==> src/rtl/key_debounce_array_pkg.sv <==
// Shared types and helpers for the key_debounce_array block.
//   key_state_e  : per-channel press-tracking FSM state
//   hcnt_width() : width of the hold/repeat counter
package key_pkg;

  typedef enum logic [1:0] {
    KEY_REL  = 2'd0,  // key not pressed
    KEY_PRS  = 2'd1,  // pressed, counting towards key_hold
    KEY_HELD = 2'd2   // long press, emitting key_repeat
  } key_state_e;

  // Counter must reach max(hold, repeat) - 1; never narrower than 1 bit.
  function automatic int hcnt_width(input int hold_cycles, input int repeat_cycles);
    int m;
    m = (hold_cycles > repeat_cycles) ? hold_cycles : repeat_cycles;
    return (m < 2) ? 1 : $clog2(m);
  endfunction

endpackage

==> src/rtl/key_debounce_array_if.sv <==
// Bundle of key pins and conditioned key events.
//   button        : raw asynchronous key pins (driven by master)
//   key_level     : debounced pressed state, 1 = pressed
//   key_press     : 1-cycle pulse on debounced press
//   key_release   : 1-cycle pulse on debounced release
//   key_hold      : 1-cycle pulse once per press after the hold time
//   key_repeat    : 1-cycle pulse every repeat period after key_hold
//   key_state_dbg : 2 bits per channel, FSM state (key_state_e encoding)
//
// Event handshake: there is no valid/ready pair. Every event output is a
// single-cycle pulse that the consumer must sample on the clock edge after
// it is raised; the block never stalls and never holds an event waiting
// for acceptance.
interface key_debounce_array_if #(
  parameter int unsigned NUM_KEYS = 4
);
  logic [NUM_KEYS-1:0]   button;
  logic [NUM_KEYS-1:0]   key_level;
  logic [NUM_KEYS-1:0]   key_press;
  logic [NUM_KEYS-1:0]   key_release;
  logic [NUM_KEYS-1:0]   key_hold;
  logic [NUM_KEYS-1:0]   key_repeat;
  logic [2*NUM_KEYS-1:0] key_state_dbg;

  modport master (
    output button,
    input  key_level, key_press, key_release, key_hold, key_repeat, key_state_dbg
  );

  modport slave (
    input  button,
    output key_level, key_press, key_release, key_hold, key_repeat, key_state_dbg
  );
endinterface

==> src/rtl/key_debounce_array_channel.sv <==
// One key channel: two-flop synchroniser, debounce counter, and the
// press/hold/repeat FSM with its hold counter.
//   clk, rst_n  : clock, asynchronous active-low reset
//   button      : raw pin
//   key_level   : debounced pressed state
//   key_press   : pulse on debounced 0->1
//   key_release : pulse on debounced 1->0
//   key_hold    : pulse HOLD_CYCLES after key_press
//   key_repeat  : pulse every REPEAT_CYCLES after key_hold (if REPEAT_EN)
//   state_dbg   : current FSM state
module key_debounce_channel
  import key_pkg::*;
#(
  parameter int unsigned ACTIVE_LOW    = 1,
  parameter int unsigned CNT_W         = 3,
  parameter int unsigned HOLD_CYCLES   = 1000,
  parameter int unsigned REPEAT_CYCLES = 250,
  parameter int unsigned REPEAT_EN     = 1
) (
  input  logic       clk,
  input  logic       rst_n,
  input  logic       button,
  output logic       key_level,
  output logic       key_press,
  output logic       key_release,
  output logic       key_hold,
  output logic       key_repeat,
  output key_state_e state_dbg
);

  localparam int              HW          = hcnt_width(int'(HOLD_CYCLES), int'(REPEAT_CYCLES));
  localparam logic [CNT_W-1:0] DEB_MAX    = CNT_W'(2**CNT_W - 1);
  localparam logic [HW-1:0]   HOLD_LAST   = HW'(HOLD_CYCLES - 1);
  localparam logic [HW-1:0]   REPEAT_LAST = HW'(REPEAT_CYCLES - 1);

  logic             sync0_q, sync0_d;
  logic             sync1_q, sync1_d;
  logic [CNT_W-1:0] cnt_q, cnt_d;
  logic             level_q, level_d;
  logic             press_q, press_d;
  logic             release_q, release_d;
  logic             hold_q, hold_d;
  logic             repeat_q, repeat_d;
  logic [HW-1:0]    hcnt_q, hcnt_d;
  key_state_e       state_q, state_d;

  logic deb_idle;
  logic deb_done;

  always_comb begin
    // Polarity is folded into the first sync stage so everything after it
    // sees 1 = pressed.
    sync0_d = (ACTIVE_LOW != 0) ? ~button : button;
    sync1_d = sync0_q;

    // The counter only advances while the synchronised pin disagrees with
    // the debounced level; any agreement (a glitch ending) clears it.
    deb_idle  = (level_q == sync1_q);
    deb_done  = !deb_idle && (cnt_q == DEB_MAX);
    cnt_d     = (deb_idle || deb_done) ? '0 : cnt_q + CNT_W'(1);
    level_d   = deb_done ? ~level_q : level_q;
    press_d   = deb_done && !level_q;
    release_d = deb_done && level_q;

    // The FSM reacts to the same-cycle press/release decision so that
    // key_hold lands exactly HOLD_CYCLES edges after key_press.
    state_d  = state_q;
    hcnt_d   = hcnt_q;
    hold_d   = 1'b0;
    repeat_d = 1'b0;
    case (state_q)
      KEY_REL: begin
        if (press_d) begin
          state_d = KEY_PRS;
          hcnt_d  = '0;
        end
      end
      KEY_PRS: begin
        // Release takes priority over a coincident terminal count.
        if (release_d) begin
          state_d = KEY_REL;
          hcnt_d  = '0;
        end else if (hcnt_q == HOLD_LAST) begin
          hold_d  = 1'b1;
          hcnt_d  = '0;
          state_d = KEY_HELD;
        end else begin
          hcnt_d = hcnt_q + HW'(1);
        end
      end
      KEY_HELD: begin
        if (release_d) begin
          state_d = KEY_REL;
          hcnt_d  = '0;
        end else if (hcnt_q == REPEAT_LAST) begin
          repeat_d = (REPEAT_EN != 0);
          hcnt_d   = '0;
        end else begin
          hcnt_d = hcnt_q + HW'(1);
        end
      end
      default: begin
        state_d = KEY_REL;
        hcnt_d  = '0;
      end
    endcase
  end

  always_ff @(posedge clk or negedge rst_n) begin
    if (!rst_n) begin
      sync0_q   <= 1'b0;
      sync1_q   <= 1'b0;
      cnt_q     <= '0;
      level_q   <= 1'b0;
      press_q   <= 1'b0;
      release_q <= 1'b0;
      hold_q    <= 1'b0;
      repeat_q  <= 1'b0;
      hcnt_q    <= '0;
      state_q   <= KEY_REL;
    end else begin
      sync0_q   <= sync0_d;
      sync1_q   <= sync1_d;
      cnt_q     <= cnt_d;
      level_q   <= level_d;
      press_q   <= press_d;
      release_q <= release_d;
      hold_q    <= hold_d;
      repeat_q  <= repeat_d;
      hcnt_q    <= hcnt_d;
      state_q   <= state_d;
    end
  end

  assign key_level   = level_q;
  assign key_press   = press_q;
  assign key_release = release_q;
  assign key_hold    = hold_q;
  assign key_repeat  = repeat_q;
  assign state_dbg   = state_q;

endmodule

==> src/rtl/key_debounce_array.sv <==
// N-channel push-button conditioner. Each channel is an independent
// key_debounce_channel; all share clk and rst_n.
//   clk, rst_n : clock, asynchronous active-low reset
//   bus        : key_debounce_array_if.slave (pins in, events/debug out)
module key_debounce_array
  import key_pkg::*;
#(
  parameter int unsigned NUM_KEYS      = 4,
  parameter int unsigned ACTIVE_LOW    = 1,
  parameter int unsigned CNT_W         = 3,
  parameter int unsigned HOLD_CYCLES   = 1000,
  parameter int unsigned REPEAT_CYCLES = 250,
  parameter int unsigned REPEAT_EN     = 1
) (
  input logic                  clk,
  input logic                  rst_n,
  key_debounce_array_if.slave  bus
);

  for (genvar i = 0; i < NUM_KEYS; i++) begin : g_key
    logic       lvl;
    logic       prs;
    logic       rel;
    logic       hld;
    logic       rpt;
    key_state_e st;

    key_debounce_channel #(
      .ACTIVE_LOW    (ACTIVE_LOW),
      .CNT_W         (CNT_W),
      .HOLD_CYCLES   (HOLD_CYCLES),
      .REPEAT_CYCLES (REPEAT_CYCLES),
      .REPEAT_EN     (REPEAT_EN)
    ) u_chan (
      .clk         (clk),
      .rst_n       (rst_n),
      .button      (bus.button[i]),
      .key_level   (lvl),
      .key_press   (prs),
      .key_release (rel),
      .key_hold    (hld),
      .key_repeat  (rpt),
      .state_dbg   (st)
    );

    assign bus.key_level[i]            = lvl;
    assign bus.key_press[i]            = prs;
    assign bus.key_release[i]          = rel;
    assign bus.key_hold[i]             = hld;
    assign bus.key_repeat[i]           = rpt;
    assign bus.key_state_dbg[2*i +: 2] = st;
  end

endmodule

==> src/flat_wrapper.sv <==
// flat-port wrapper written by rule: the top's interface ports become plain ports
module key_debounce_array_flat import key_pkg::*;
#(
  parameter int unsigned NUM_KEYS      = 4,
  parameter int unsigned ACTIVE_LOW    = 1,
  parameter int unsigned CNT_W         = 3,
  parameter int unsigned HOLD_CYCLES   = 1000,
  parameter int unsigned REPEAT_CYCLES = 250,
  parameter int unsigned REPEAT_EN     = 1
)
  (clk, rst_n, bus_button, bus_key_level, bus_key_press, bus_key_release, bus_key_hold, bus_key_repeat, bus_key_state_dbg);
  key_debounce_array_if #(.NUM_KEYS(NUM_KEYS)) bus_i ();
  input logic clk;
  input logic rst_n;
  input wire logic [$bits(bus_i.button)-1:0] bus_button;
  output wire logic [$bits(bus_i.key_level)-1:0] bus_key_level;
  output wire logic [$bits(bus_i.key_press)-1:0] bus_key_press;
  output wire logic [$bits(bus_i.key_release)-1:0] bus_key_release;
  output wire logic [$bits(bus_i.key_hold)-1:0] bus_key_hold;
  output wire logic [$bits(bus_i.key_repeat)-1:0] bus_key_repeat;
  output wire logic [$bits(bus_i.key_state_dbg)-1:0] bus_key_state_dbg;
  assign bus_i.button = bus_button;
  assign bus_key_level = bus_i.key_level;
  assign bus_key_press = bus_i.key_press;
  assign bus_key_release = bus_i.key_release;
  assign bus_key_hold = bus_i.key_hold;
  assign bus_key_repeat = bus_i.key_repeat;
  assign bus_key_state_dbg = bus_i.key_state_dbg;
  key_debounce_array #(.NUM_KEYS(NUM_KEYS), .ACTIVE_LOW(ACTIVE_LOW), .CNT_W(CNT_W), .HOLD_CYCLES(HOLD_CYCLES), .REPEAT_CYCLES(REPEAT_CYCLES), .REPEAT_EN(REPEAT_EN)) u_core (.clk(clk), .rst_n(rst_n), .bus(bus_i));
endmodule
==> config.mk <==
export PLATFORM = sky130hd
export DESIGN_NAME = key_debounce_array_flat
export DESIGN_NICKNAME = d
export VERILOG_FILES = /design/src/rtl/key_debounce_array_pkg.sv /design/src/rtl/key_debounce_array_if.sv /design/src/rtl/key_debounce_array_channel.sv /design/src/rtl/key_debounce_array.sv /design/src/flat_wrapper.sv
export SDC_FILE = /design/constraint.sdc
export NUM_CORES = 1
export LEC_CHECK = 0
export CORE_MARGIN = 2
export CORE_UTILIZATION = 50
export CTS_BUF_LIST = sky130_fd_sc_hd__clkbuf_2 sky130_fd_sc_hd__clkbuf_4 sky130_fd_sc_hd__clkbuf_8
export DETAILED_ROUTE_END_ITERATION = 16
export PLACE_DENSITY = 0.8
export SETUP_SLACK_MARGIN = 0.2
export SLEW_MARGIN = 10
export SYNTH_ARGS = -nofsm -noshare
export SYNTH_HDL_FRONTEND = slang
export SYNTH_SLANG_ARGS = --single-unit
==> constraint.sdc <==
create_clock -name clk -period 4.8 [get_ports clk]
set_clock_uncertainty 0.05 [all_clocks]
set_input_delay 1.2 -clock clk [delete_from_list [all_inputs] [get_ports clk]]
set_output_delay 1.2 -clock clk [all_outputs]
set_load 0.02 [all_outputs]
==> impl_metrics.env <==
export IMPL_status="finished clean"
export IMPL_cts_hold_buf=0
export IMPL_syn_nets=494
export IMPL_path_clk_slew_ns=0.08
export IMPL_synth_warnings=0
export IMPL_ant_nets=0
export IMPL_yosysSeqAreaShare=0.479
export IMPL_syn_area_per_cell_um2=10.0
export IMPL_die_area_um2=9990
export IMPL_gp_congestion=0.858
export IMPL_grt_pass1_vias=3124
export IMPL_rsz0062_at_grt="no"
export IMPL_n_antenna_cell=0
export IMPL_start_kind="flip-flop"
export IMPL_drive_above_1_share=0.0538
export IMPL_critPathKind="reg2out"
export IMPL_tightest_slew_ns=0.800
export IMPL_avgRoutedWirePerCell_um=13.7
export IMPL_power_frac_comb=0.358
export IMPL_power_frac_seq=0.434
export IMPL_min_period_over_period=0.565
export IMPL_synth_top_area_frac=0.479
export IMPL_area_growth_pct=9.95
export IMPL_p_sw_uw=801
export IMPL_drc_errors=0
export IMPL_start_util=0.508
export IMPL_dp_hpwl_um=5720
export IMPL_intPower_mw=1.35
export IMPL_drt_iter0_drc=158
export IMPL_htree_levels=3
export IMPL_hold_violations=0
export IMPL_ys_flop_type="dfrtp_1"
export IMPL_pin_count=34
export IMPL_crit_buf_inv=1
export IMPL_syn_cell_area_um2=4600
export IMPL_die_y_um=99.9
export IMPL_cts_sinks=88
export IMPL_grt_pass1_wl_um=13800
export IMPL_fillers=762
export IMPL_crit_path_end_kind="output pin"
export IMPL_required_ns=3.55
export IMPL_port_buffers=33
export IMPL_arrival_ns=1.46
export IMPL_cp_max_fo=7
export IMPL_wl_um=8130
export IMPL_multi_input_area_um2=2110
export IMPL_seq_area_um2=2200
export IMPL_synth_seq_cells=88
export IMPL_setup_viol=0
export IMPL_cts_resized_gates=0
export IMPL_cts_buffers=9
export IMPL_fin_nets=513
export IMPL_crit_slowest_cell="clkdlybuf4s50_1"
export IMPL_peakVddDrop_mv=0.183
export IMPL_slowest_delay_ns=0.64
export IMPL_p_leak_nw=2.35
export IMPL_synth_distinct_cells=48
export IMPL_synth_edff_count=0
export IMPL_path_delay_family="buffers and inverters"
export IMPL_relSlewSlack=0.467
export IMPL_min_period_ns=2.71
export IMPL_cts_buffer_depth=2
export IMPL_path_cells="clkdlybuf4s50_1"
export IMPL_fp_dieW_um=99.9
export IMPL_cap_viol_max_count=0
export IMPL_core_area_um2=9060
export IMPL_hold_slack_ns=0.298
export IMPL_num_vias=3314
export IMPL_drtPass1Iterations=4
export IMPL_async_flop_share=1.00
export IMPL_via_per_inst=5.58
export IMPL_tns_ns=0
export IMPL_clockPowerShare=0.208
export IMPL_syn_inst=460
export IMPL_cts_tree="yes"
export IMPL_maxSlewViolCount=0
export IMPL_yosys_area_top_type="dfrtp_1"
export IMPL_grt_max_degree=66
export IMPL_fmax_ghz=0.368
export IMPL_cts_root_buf="clkbuf_8"
export IMPL_worstHoldPathType="reg2reg"
export IMPL_p_per_area_nw_per_um2=425
export IMPL_grtUsageTotal=0.171
export IMPL_synthTopCellsByArea="dfrtp_1 (48%), ha_1 (7.6%), o21ai_0 (3.9%), buf_4 (3.4%), nand2_1 (3.3%)"
export IMPL_rows=35
export IMPL_post_cts_buffers=0
export IMPL_antenna_found_initial=0
export IMPL_grt_remaining_overflow=0
export IMPL_clkLatencyLatePin_ns=0.35
export IMPL_swShare=0.372
==> flip-flops by register name (all words and copies together) (netlist names) <==
| signal | flops |
|---|---|
| u_core.g_key.u_chan.sync0_q | 4 |
| u_core.g_key.u_chan.key_press | 4 |
| u_core.g_key.u_chan.cnt_q | 12 |
| u_core.g_key.u_chan.key_hold | 4 |
| u_core.g_key.u_chan.key_repeat | 4 |
| u_core.g_key.u_chan.state_dbg | 8 |
| u_core.g_key.u_chan.key_level | 4 |
| u_core.g_key.u_chan.hcnt_q | 40 |
| u_core.g_key.u_chan.key_release | 4 |
| u_core.g_key.u_chan.sync1_q | 4 |
==> metrics by stage <==
step / util / worst slack, ns / area [um2] / power, mW / std cells
after floorplan: - / 2.91 / 4600 / 1.51 / 460
after global placement: 0.540 / 2.49 / 4900 / 1.69 / 579
after detailed placement: 0.540 / 2.45 / 4900 / 1.72 / 579
after CTS: 0.558 / 2.06 / 5060 / 2.18 / 594
after global routing: 0.558 / 2.00 / 5060 / 2.31 / 594
final: 0.558 / 2.09 / 5060 / 2.15 / 594
==> layout make-up <==
class                      count  share of cell area
multi-input combinational    317               0.418
clock inverter                 4             0.00445
clock buffer                  11              0.0275
sequential                    88               0.435
timing repair buffer          34              0.0663
tap                          111              0.0275
inverter                      29              0.0215
==> cells in the final DEF, fill, tap and decap left out, types with 8 or more instances in the layout <==
cell / n
nor2_1: 27
o21ai_0: 36
nand3_1: 15
clkbuf_8: 9
inv_1: 29
a21oi_1: 15
and3_1: 18
ha_1: 28
dfrtp_1: 88
nor3_1: 11
and2_1: 11
nand2_1: 40
a21o_1: 8
nor2b_1: 10
a22o_1: 12
clkdlybuf4s50_1: 32
==> routing by layer <==
| metal | vias to the layer above | track usage | wire length, um |
|---|---|---|---|
| li1 | 1654 | - | - |
| met1 | 1592 | 0.226 | 3820 |
| met2 | 55 | 0.276 | 3940 |
| met3 | 13 | 0.0320 | 197 |
| met4 | 0 | 0.0738 | 172 |
| met5 | - | 0 | 0 |
==> power groups by stage <==
stage | clock, mW | sequential [mW] | combinational, mW
after floorplan | 0 | 0.959 | 0.554
after global placement | 0 | 0.937 | 0.750
after detailed placement | 0 | 0.949 | 0.774
after CTS | 0.464 | 0.934 | 0.780
after global routing | 0.500 | 0.949 | 0.865
final | 0.448 | 0.933 | 0.770
==> path summary, 6_finish.rpt <==
path	slack (ns)	start	cells past startpoint	endpoint
max	2.09	u_core.g_key[1].u_chan.key_level	1	bus_key_level[1]
min	0.30	u_core.g_key[1].u_chan.sync0_q	0	u_core.g_key[1].u_chan.sync1_q
max reg2reg	2.60	u_core.g_key[1].u_chan.cnt_q[0]	7	u_core.g_key[1].u_chan.hcnt_q[9]
min reg2reg	0.30	u_core.g_key[1].u_chan.sync0_q	0	u_core.g_key[1].u_chan.sync1_q
max in group asynchronous	3.01	rst_n	2	u_core.g_key[3].u_chan.key_level
min in group asynchronous	0.89	rst_n	1	u_core.g_key[1].u_chan.cnt_q[2]
==> Yosys cell counts (2+ instances only) <==
| cell | instances |
|---|---|
| o22ai_1 | 2 |
| mux2i_1 | 4 |
| nand2b_1 | 4 |
| o21ai_0 | 36 |
| and4_1 | 2 |
| nor4_1 | 3 |
| a22o_1 | 12 |
| buf_4 | 21 |
| nor2_1 | 27 |
| o311ai_0 | 2 |
| xnor2_1 | 4 |
| o31ai_1 | 6 |
| or4_1 | 4 |
| nand4_1 | 6 |
| nor3_1 | 11 |
| o21a_1 | 5 |
| nor3b_1 | 2 |
| o2bb2ai_1 | 4 |
| a21o_1 | 8 |
| ha_1 | 28 |
| and3_1 | 18 |
| o22a_1 | 5 |
| nand2_1 | 40 |
| mux2_2 | 3 |
| nand4b_1 | 4 |
| a21oi_1 | 15 |
| clkbuf_1 | 4 |
| and2_1 | 11 |
| nor2b_1 | 10 |
| inv_1 | 29 |
| nand3b_1 | 6 |
| or3_1 | 7 |
| dfrtp_1 | 88 |
| nand3_1 | 15 |
==> logic make-up after synthesis <==
family          after synthesis  share of synthesized area
buf+inv                      55                     0.0623
fa+ha+maj                    28                     0.0761
compound gates              101                      0.148
xor+xnor                      4                    0.00761
mux                           7                     0.0160
simple gates                177                      0.212
flops                        88                      0.479
No activity file was read; power rests on OpenSTA's default activity.
